--- src/rtl/sdspi_bench_ctrl.sv ---
// rtl/sdspi_bench_ctrl.sv - sweep sequencer that times SD-SPI harness read runs
// and streams one timing record per (speed, mode) pair.
module sdspi_bench_ctrl #(
  parameter int unsigned RST_CYCLES = 4,
  parameter logic [31:0] TIMEOUT    = 32'h0FFF_FFFF
) (
  input  logic        clk,
  input  logic        rst,
  input  logic        i_go,
  input  logic [31:0] i_cfg_n_blocks,
  input  logic [4:0]  i_cfg_speed_min,
  input  logic [4:0]  i_cfg_speed_max,
  input  logic [1:0]  i_cfg_mode_mask,
  output logic        o_busy,
  output logic        o_done,
  output logic        o_err,
  output logic        o_dut_rst,
  output logic        o_dut_start,
  output logic [31:0] o_dut_n_blocks,
  output logic        o_dut_cmd18,
  output logic [4:0]  o_dut_sclk_speed,
  input  logic        i_dut_finish,
  output logic        o_res_valid,
  input  logic        i_res_ready,
  output logic [39:0] o_res_data
);

  localparam int RW = (RST_CYCLES > 1) ? $clog2(RST_CYCLES) : 1;

  typedef enum logic [2:0] {
    S_IDLE, S_DUT_RST, S_ARM, S_RUN, S_RECORD, S_NEXT, S_FINISH
  } state_t;

  state_t        r_state, w_next;
  logic [RW-1:0] r_rst_cnt;
  logic [31:0]   r_cnt;
  logic [31:0]   r_n_blocks;
  logic [4:0]    r_speed;
  logic [4:0]    r_speed_max;
  logic [1:0]    r_mask;
  logic          r_mode;
  logic          r_timeout;
  logic          r_err;
  logic          w_cfg_bad;
  logic          w_last;
  logic          w_rst_done;
  logic          w_limit;

  assign w_cfg_bad  = (i_cfg_speed_min > i_cfg_speed_max) ||
                      (i_cfg_mode_mask == 2'b00) || (i_cfg_n_blocks == 32'd0);
  // 6-bit compare so a sweep ending at speed 31 cannot wrap back to 0
  assign w_last     = (({1'b0, r_speed} + 6'd1) > {1'b0, r_speed_max}) &&
                      (r_mode || !r_mask[1]);
  assign w_rst_done = (r_rst_cnt == RW'(RST_CYCLES - 1));
  assign w_limit    = (r_cnt == TIMEOUT);

  assign o_dut_n_blocks   = r_n_blocks;
  assign o_dut_cmd18      = r_mode;
  assign o_dut_sclk_speed = r_speed;

  always_comb begin
    w_next      = r_state;
    o_busy      = 1'b1;
    o_done      = 1'b0;
    o_err       = 1'b0;
    o_dut_rst   = 1'b1;
    o_dut_start = 1'b0;
    o_res_valid = 1'b0;
    o_res_data  = 40'd0;
    case (r_state)
      S_IDLE: begin
        o_busy = 1'b0;
        if (i_go) w_next = w_cfg_bad ? S_FINISH : S_DUT_RST;
      end
      S_DUT_RST: if (w_rst_done) w_next = S_ARM;
      S_ARM: begin
        o_dut_rst   = 1'b0;
        o_dut_start = 1'b1;
        w_next      = S_RUN;
      end
      S_RUN: begin
        o_dut_rst = 1'b0;
        if (i_dut_finish || w_limit) w_next = S_RECORD;
      end
      S_RECORD: begin
        o_res_valid = 1'b1;
        o_res_data  = {r_speed, r_mode, r_timeout, w_last, r_cnt};
        if (i_res_ready) w_next = S_NEXT;
      end
      S_NEXT:   w_next = w_last ? S_FINISH : S_DUT_RST;
      S_FINISH: begin
        o_done = 1'b1;
        o_err  = r_err;
        w_next = S_IDLE;
      end
      default:  w_next = S_IDLE;
    endcase
  end

  always_ff @(posedge clk) begin
    if (rst) begin
      r_state     <= S_IDLE;
      r_rst_cnt   <= '0;
      r_cnt       <= 32'd0;
      r_n_blocks  <= 32'd0;
      r_speed     <= 5'd0;
      r_speed_max <= 5'd0;
      r_mask      <= 2'b00;
      r_mode      <= 1'b0;
      r_timeout   <= 1'b0;
      r_err       <= 1'b0;
    end else begin
      r_state <= w_next;
      case (r_state)
        S_IDLE: if (i_go) begin
          r_n_blocks  <= i_cfg_n_blocks;
          r_speed     <= i_cfg_speed_min;
          r_speed_max <= i_cfg_speed_max;
          r_mask      <= i_cfg_mode_mask;
          r_mode      <= !i_cfg_mode_mask[0];
          r_err       <= w_cfg_bad;
          r_rst_cnt   <= '0;
        end
        S_DUT_RST: r_rst_cnt <= r_rst_cnt + RW'(1);
        S_ARM:     r_cnt <= 32'd0;
        S_RUN: begin
          // finish takes priority over the limit; the count freezes at TIMEOUT
          if (i_dut_finish)  r_timeout <= 1'b0;
          else if (w_limit)  r_timeout <= 1'b1;
          else               r_cnt <= r_cnt + 32'd1;
        end
        S_NEXT: begin
          r_rst_cnt <= '0;
          if (!r_mode && r_mask[1]) begin
            r_mode <= 1'b1;
          end else begin
            r_mode  <= !r_mask[0];
            r_speed <= r_speed + 5'd1;
          end
        end
        default: ;
      endcase
    end
  end

endmodule

--- config.mk ---
export PLATFORM = sky130hd
export DESIGN_NAME = sdspi_bench_ctrl
export DESIGN_NICKNAME = d
export VERILOG_FILES = /design/src/rtl/sdspi_bench_ctrl.sv
export SDC_FILE = /design/constraint.sdc
export NUM_CORES = 1
export LEC_CHECK = 0
export CORE_AREA = 5 5 101 103
export CTS_BUF_LIST = sky130_fd_sc_hd__clkbuf_8 sky130_fd_sc_hd__clkbuf_16
export DETAILED_ROUTE_END_ITERATION = 6
export DIE_AREA = 0 0 106 108
export MAX_ROUTING_LAYER = met4
export PLACE_DENSITY = 0.87
export SYNTH_ARGS = -nofsm -noshare
export SYNTH_HDL_FRONTEND = slang
export SYNTH_SLANG_ARGS = --single-unit
--- constraint.sdc ---
create_clock -name clk -period 5.8 [get_ports clk]
set_input_delay 1.16 -clock clk [delete_from_list [all_inputs] [get_ports clk]]
set_output_delay 1.16 -clock clk [all_outputs]
set_load 0.01 [all_outputs]
After elaboration in Yosys (flattened, before gate mapping):

Index checks and enable logic that the tools add are counted.
W data, S select, Z words.

* bits in registers: 84
* output and inout bits: 84

* equal/unequal tests: 15
* order comparisons: 2
* add/sub/neg operators: 4
* reduce and logical (&&, ||, !) cells: 25
* muxes and demuxes: 27

Operators by type and width (number)
* $mux W32: 2
* $pmux W32 S2: 1
* $mux W40: 1
* $add A32 B1 Y32 const B: 1
* $eq A32 B28 Y1 const B: 1
* $logic_not A32 Y1: 1
* $mux W3: 6
* $pmux W3 S6: 1
* $ne A2 B2 Y1 const B: 7
* $mux W1: 10
* $mux W5: 2
* $pmux W5 S2: 1
* $eq A3 B3 Y1 const B: 3
* $reduce_and A2 Y1: 4
* $add A5 B1 Y6 const B: 1
* $eq A3 B2 Y1 const B: 2
* $gt A6 B5 Y1: 1
* $pmux W2 S3: 1
* $reduce_and A3 Y1: 2
* $reduce_bool A2 Y1: 3
* $add A5 B1 Y5 const B: 1
* $gt A5 B5 Y1: 1
* $logic_not A1 Y1: 4
* $logic_or A1 B1 Y1: 4
* other kinds (11): 12

Longest topological paths before layout:

* depth after elaboration: 6
* depth in mapped cells: 9

Worst setup path after synthesis:

OpenSTA, ideal clock, no wires.

* path type: reg-to-output
* start point: reg r_speed[0] (netlist: o_dut_sclk_speed[0])
* end point: out o_res_data[32]
* cell stages (with the launch flop): 9
* arrival: 1.896 ns
* required time: 4.640 ns
* slack: 2.744 ns
* path through: dfxtp_1 > ha_1 > nand3_1 > xnor2_1 > ha_1 > and3_1 > o21ai_0 > a32oi_1 > o211a_1

* longest elaborated chain between the ends: 4

Ends and longest elaborated chain
* from (decl): line 38 `logic [4:0] r_speed;`
* from (signal assigned): line 117 `r_speed <= i_cfg_speed_min;`
* from (signal assigned): line 138 `r_speed <= r_speed + 5'd1;`
* $add A5 B1 Y6: line 52 `assign w_last = (({1'b0, r_speed} + 6'd1) > {1'b0, r_speed_max}) &&`
* $gt A6 B5 Y1: line 52
* $logic_and A1 B1 Y1: line 52
* $mux W40: line 70 `case (r_state)`
* to (decl): line 25 `output logic [39:0] o_res_data`

Every way passes these cells.

Final worst setup path:

Same ends and word-level chain as after synthesis.

==> results.md <==
- Post-synth EDFFs: 0
- Yosys warning total: 0
- Ys async rst share: 0
- VDD IR max: a little under 0.2 mV
- Post-CTS setup repair buffer count: 0
- Max_slew headroom: 0.196
- Avg Cell Area, Syn: ~7.6 um2
- First-pass GRT wire length: 21900 um
- Syn Nets: approximately 670
- Status: finished, final reports clean
- Initial antenna violation count: 0
- Die W: approximately 110 um
- Die Ht: roughly 110 um
- Diodes inserted: 0
- Synth unique cells: 58
- Sequential share of power: 0.400
- Tcrit/Tclk final: 0.708
- Fillcell total: a little under 800
- Leak Pwr: between 2 and 2.5 nW
- Syn Inst Count: ~600
- Routed len/inst: roughly 17 um
- Total CTS buffers: 9
- FP Rows: 35
- TritonCTS clock tree: yes
- Critical path peak fanout: 8
- Via density: roughly 5.9
- CTS resizes: 0
- Pwr Total: about 1.8 mW
- Tmin final: between 4 and 5 ns
- Crit path capture type: output port
- Synth Register Bits: 84
- Final wirelength: roughly 14000 um
- Ports: approximately 130
- Root Buffer: clkbuf_8
- Final ANT Viol Nets: 0
- Logic pwr share: 0.398
- Worst min path class: flop to flop
- Routed via count: 4860
- Setup_tns: 0 ns
- First drt pass iteration count: 5
- Grt ovf: 0
- Gr usage total: 0.238
- Fmax: around 240 MHz
- Req. time, crit path: approximately 4.6 ns
- Multi-input gate area: ~0.0027 mm2
- DRT iter0 DRCs: ~300
- Critical path class: flop to output port
- Vias in the first global route: 4646
- Clock power frac: 0.202
- Primary FF master, synth: dfxtp_1
- # H-tree levels: 3
- Syn-to-layout area delta: 32.4%
- Clock sinks: 84
- Drc violations: 0
- Internal power: 1.12 mW
- CP arrival: approximately 3 ns
- Register area: between 0.0015 and 0.002 mm2
- Initial core utilization: 0.506
- Synthesized cell area: between 0.004 and 0.005 mm2
- Startpoint types: flop
- Nets: between 700 and 800
- Bufs on Longest Clock Path: 2
- Gp weighted congestion: between 0.9 and 1
- Setup Skew: between 0.01 and 0.015 ns
- Final slew viol count: 0
- Final setup violation count: 0
- Number of port buffers: 132
- Switching part of the total: 0.395
- DP HPWL: around 10000 um
- Final Hold Fails: 0
- Pin count of the biggest net entering global routing: 54
- RSZ-0062 raised after global routing: false
- Cts hold-fix bufs: 0
- Layout cells sized above 1: 0.0589
- PD cells: roughly 300 mW/mm2
- Core ar.: between 0.009 and 0.01 mm2
- Worst-Margin Slew: around 1.2 ns
- Die Area: 0.0114 mm2
- Psw: 0.730 mW
- Clock transition at the registers of the reported paths: 0.09 ns
- Clock Latency Late Sink: approximately 0.35 ns
- Sequential-to-total area share from yosys stat: 0.365
- Max-cap violations: 0
[cell type report]
class	count	share of cell area
multi-input cells	459	0.443
flip-flops and latches	84	0.275
repair buffers	135	0.219
well taps	111	0.0228
clock buffers	10	0.0225
inverters	19	0.0117
clock inverters	6	0.00553
[cell usage in the layout, fill, tap and decap left out, types with 10 or more instances in the layout]
cell / netlist / routed
nand3_1: 14 / 14
nor2_1: 26 / 25
clkbuf_8: 0 / 10
dfxtp_1: 84 / 84
mux2i_1: 11 / 11
clkdlybuf4s50_1: 0 / 131
and3_1: 42 / 42
ha_1: 13 / 13
a21oi_1: 74 / 74
nand4_1: 13 / 13
nor3_1: 15 / 15
inv_1: 19 / 22
nand2_1: 120 / 120
o21ai_0: 11 / 11
or2_2: 12 / 12
[cell usage after synthesis (6+ instances only)]
cell / instances / area share
nand3_1: 14 / 0.015
dfxtp_1: 84 / 0.36
nor2_1: 26 / 0.021
and4_1: 7 / 0.013
nand4_1: 13 / 0.018
clkbuf_1: 38 / 0.031
nor3_1: 15 / 0.016
nand2_1: 120 / 0.098
or2_2: 12 / 0.016
o21ai_0: 11 / 0.012
nor4_1: 9 / 0.012
o31ai_1: 8 / 0.013
ha_1: 13 / 0.035
and3_1: 42 / 0.057
inv_1: 19 / 0.015
mux2i_1: 11 / 0.024
a21oi_1: 74 / 0.080
or4_1: 6 / 0.0098
xnor2_1: 7 / 0.013
[critical path, cell delays in order, from the launching register on]
cell	delay [ns]
dfxtp_1	0.48
ha_1	0.23
nand3_1	0.10
xnor2_1	0.16
ha_1	0.30
and3_1	0.17
o21ai_0	0.09
a32oi_1	0.32
o211a_1	0.21
clkdlybuf4s50_1	0.54
[logic make-up (layout without fill, tap and decap cells)]
logic type	Yosys count	count (layout)	synth area share
AND/OR/NAND/NOR	298	298	0.339
adder cells (fa/ha/maj)	13	13	0.0353
buffers and inverters	60	170	0.0516
flip-flops	84	84	0.365
AO/OA/AOI/OAI	128	128	0.168
XOR/XNOR	9	9	0.0171
multiplexers	11	11	0.0239
[path summary, 6_finish.rpt]
path	startpoint	end	slack, ns	depth (start not counted)
min	r_speed_max[4]	r_speed_max[4]	0.46	2
max reg2reg	r_state[2]	r_cnt[20]	2.65	6
max	o_dut_sclk_speed[0]	o_res_data[32]	1.69	9
min reg2reg	r_speed_max[4]	r_speed_max[4]	0.46	2
[power by group through the flow]
stage,Clock (mW),Sequential (mW),Combinational (mW)
2_1_floorplan,0,0.724,0.463
3_3_place_gp,0,0.739,0.710
3_5_place_dp,0,0.748,0.729
4_1_cts,0.376,0.736,0.733
5_1_grt,0.404,0.751,0.810
6_report,0.373,0.739,0.736
[state kept, by name (all words and copies together), names as in the netlist]
name / cells
r_err: 1
r_state: 3
r_mask: 2
o_dut_cmd18: 1
r_cnt: 32
o_dut_sclk_speed: 5
r_timeout: 1
r_rst_cnt: 2
o_dut_n_blocks: 32
r_speed_max: 5
[metal layers]
layer  up-vias  global-route usage  share of wire
met4         0              0.0657          0.015
met2       207               0.401           0.48
met1      2270               0.276           0.41
met5         -                   -              0
met3        19              0.0758          0.098
li1       2364                   -              -
[metrics by stage]
stage / area (um2) / hold slack (ns) / setup slack, ns / std cells / util
2_1_floorplan: 4610 / 0.436 / 2.74 / 603 / -
3_3_place_gp: 5930 / 0.441 / 2.17 / 808 / 0.651
3_5_place_dp: 5930 / 0.448 / 2.12 / 808 / 0.651
4_1_cts: 6100 / 0.460 / 1.72 / 824 / 0.670
5_1_grt: 6100 / 0.476 / 1.52 / 824 / 0.670
6_report: 6100 / 0.460 / 1.69 / 824 / 0.670
Note: power is estimated with default switching activity, not from simulation.
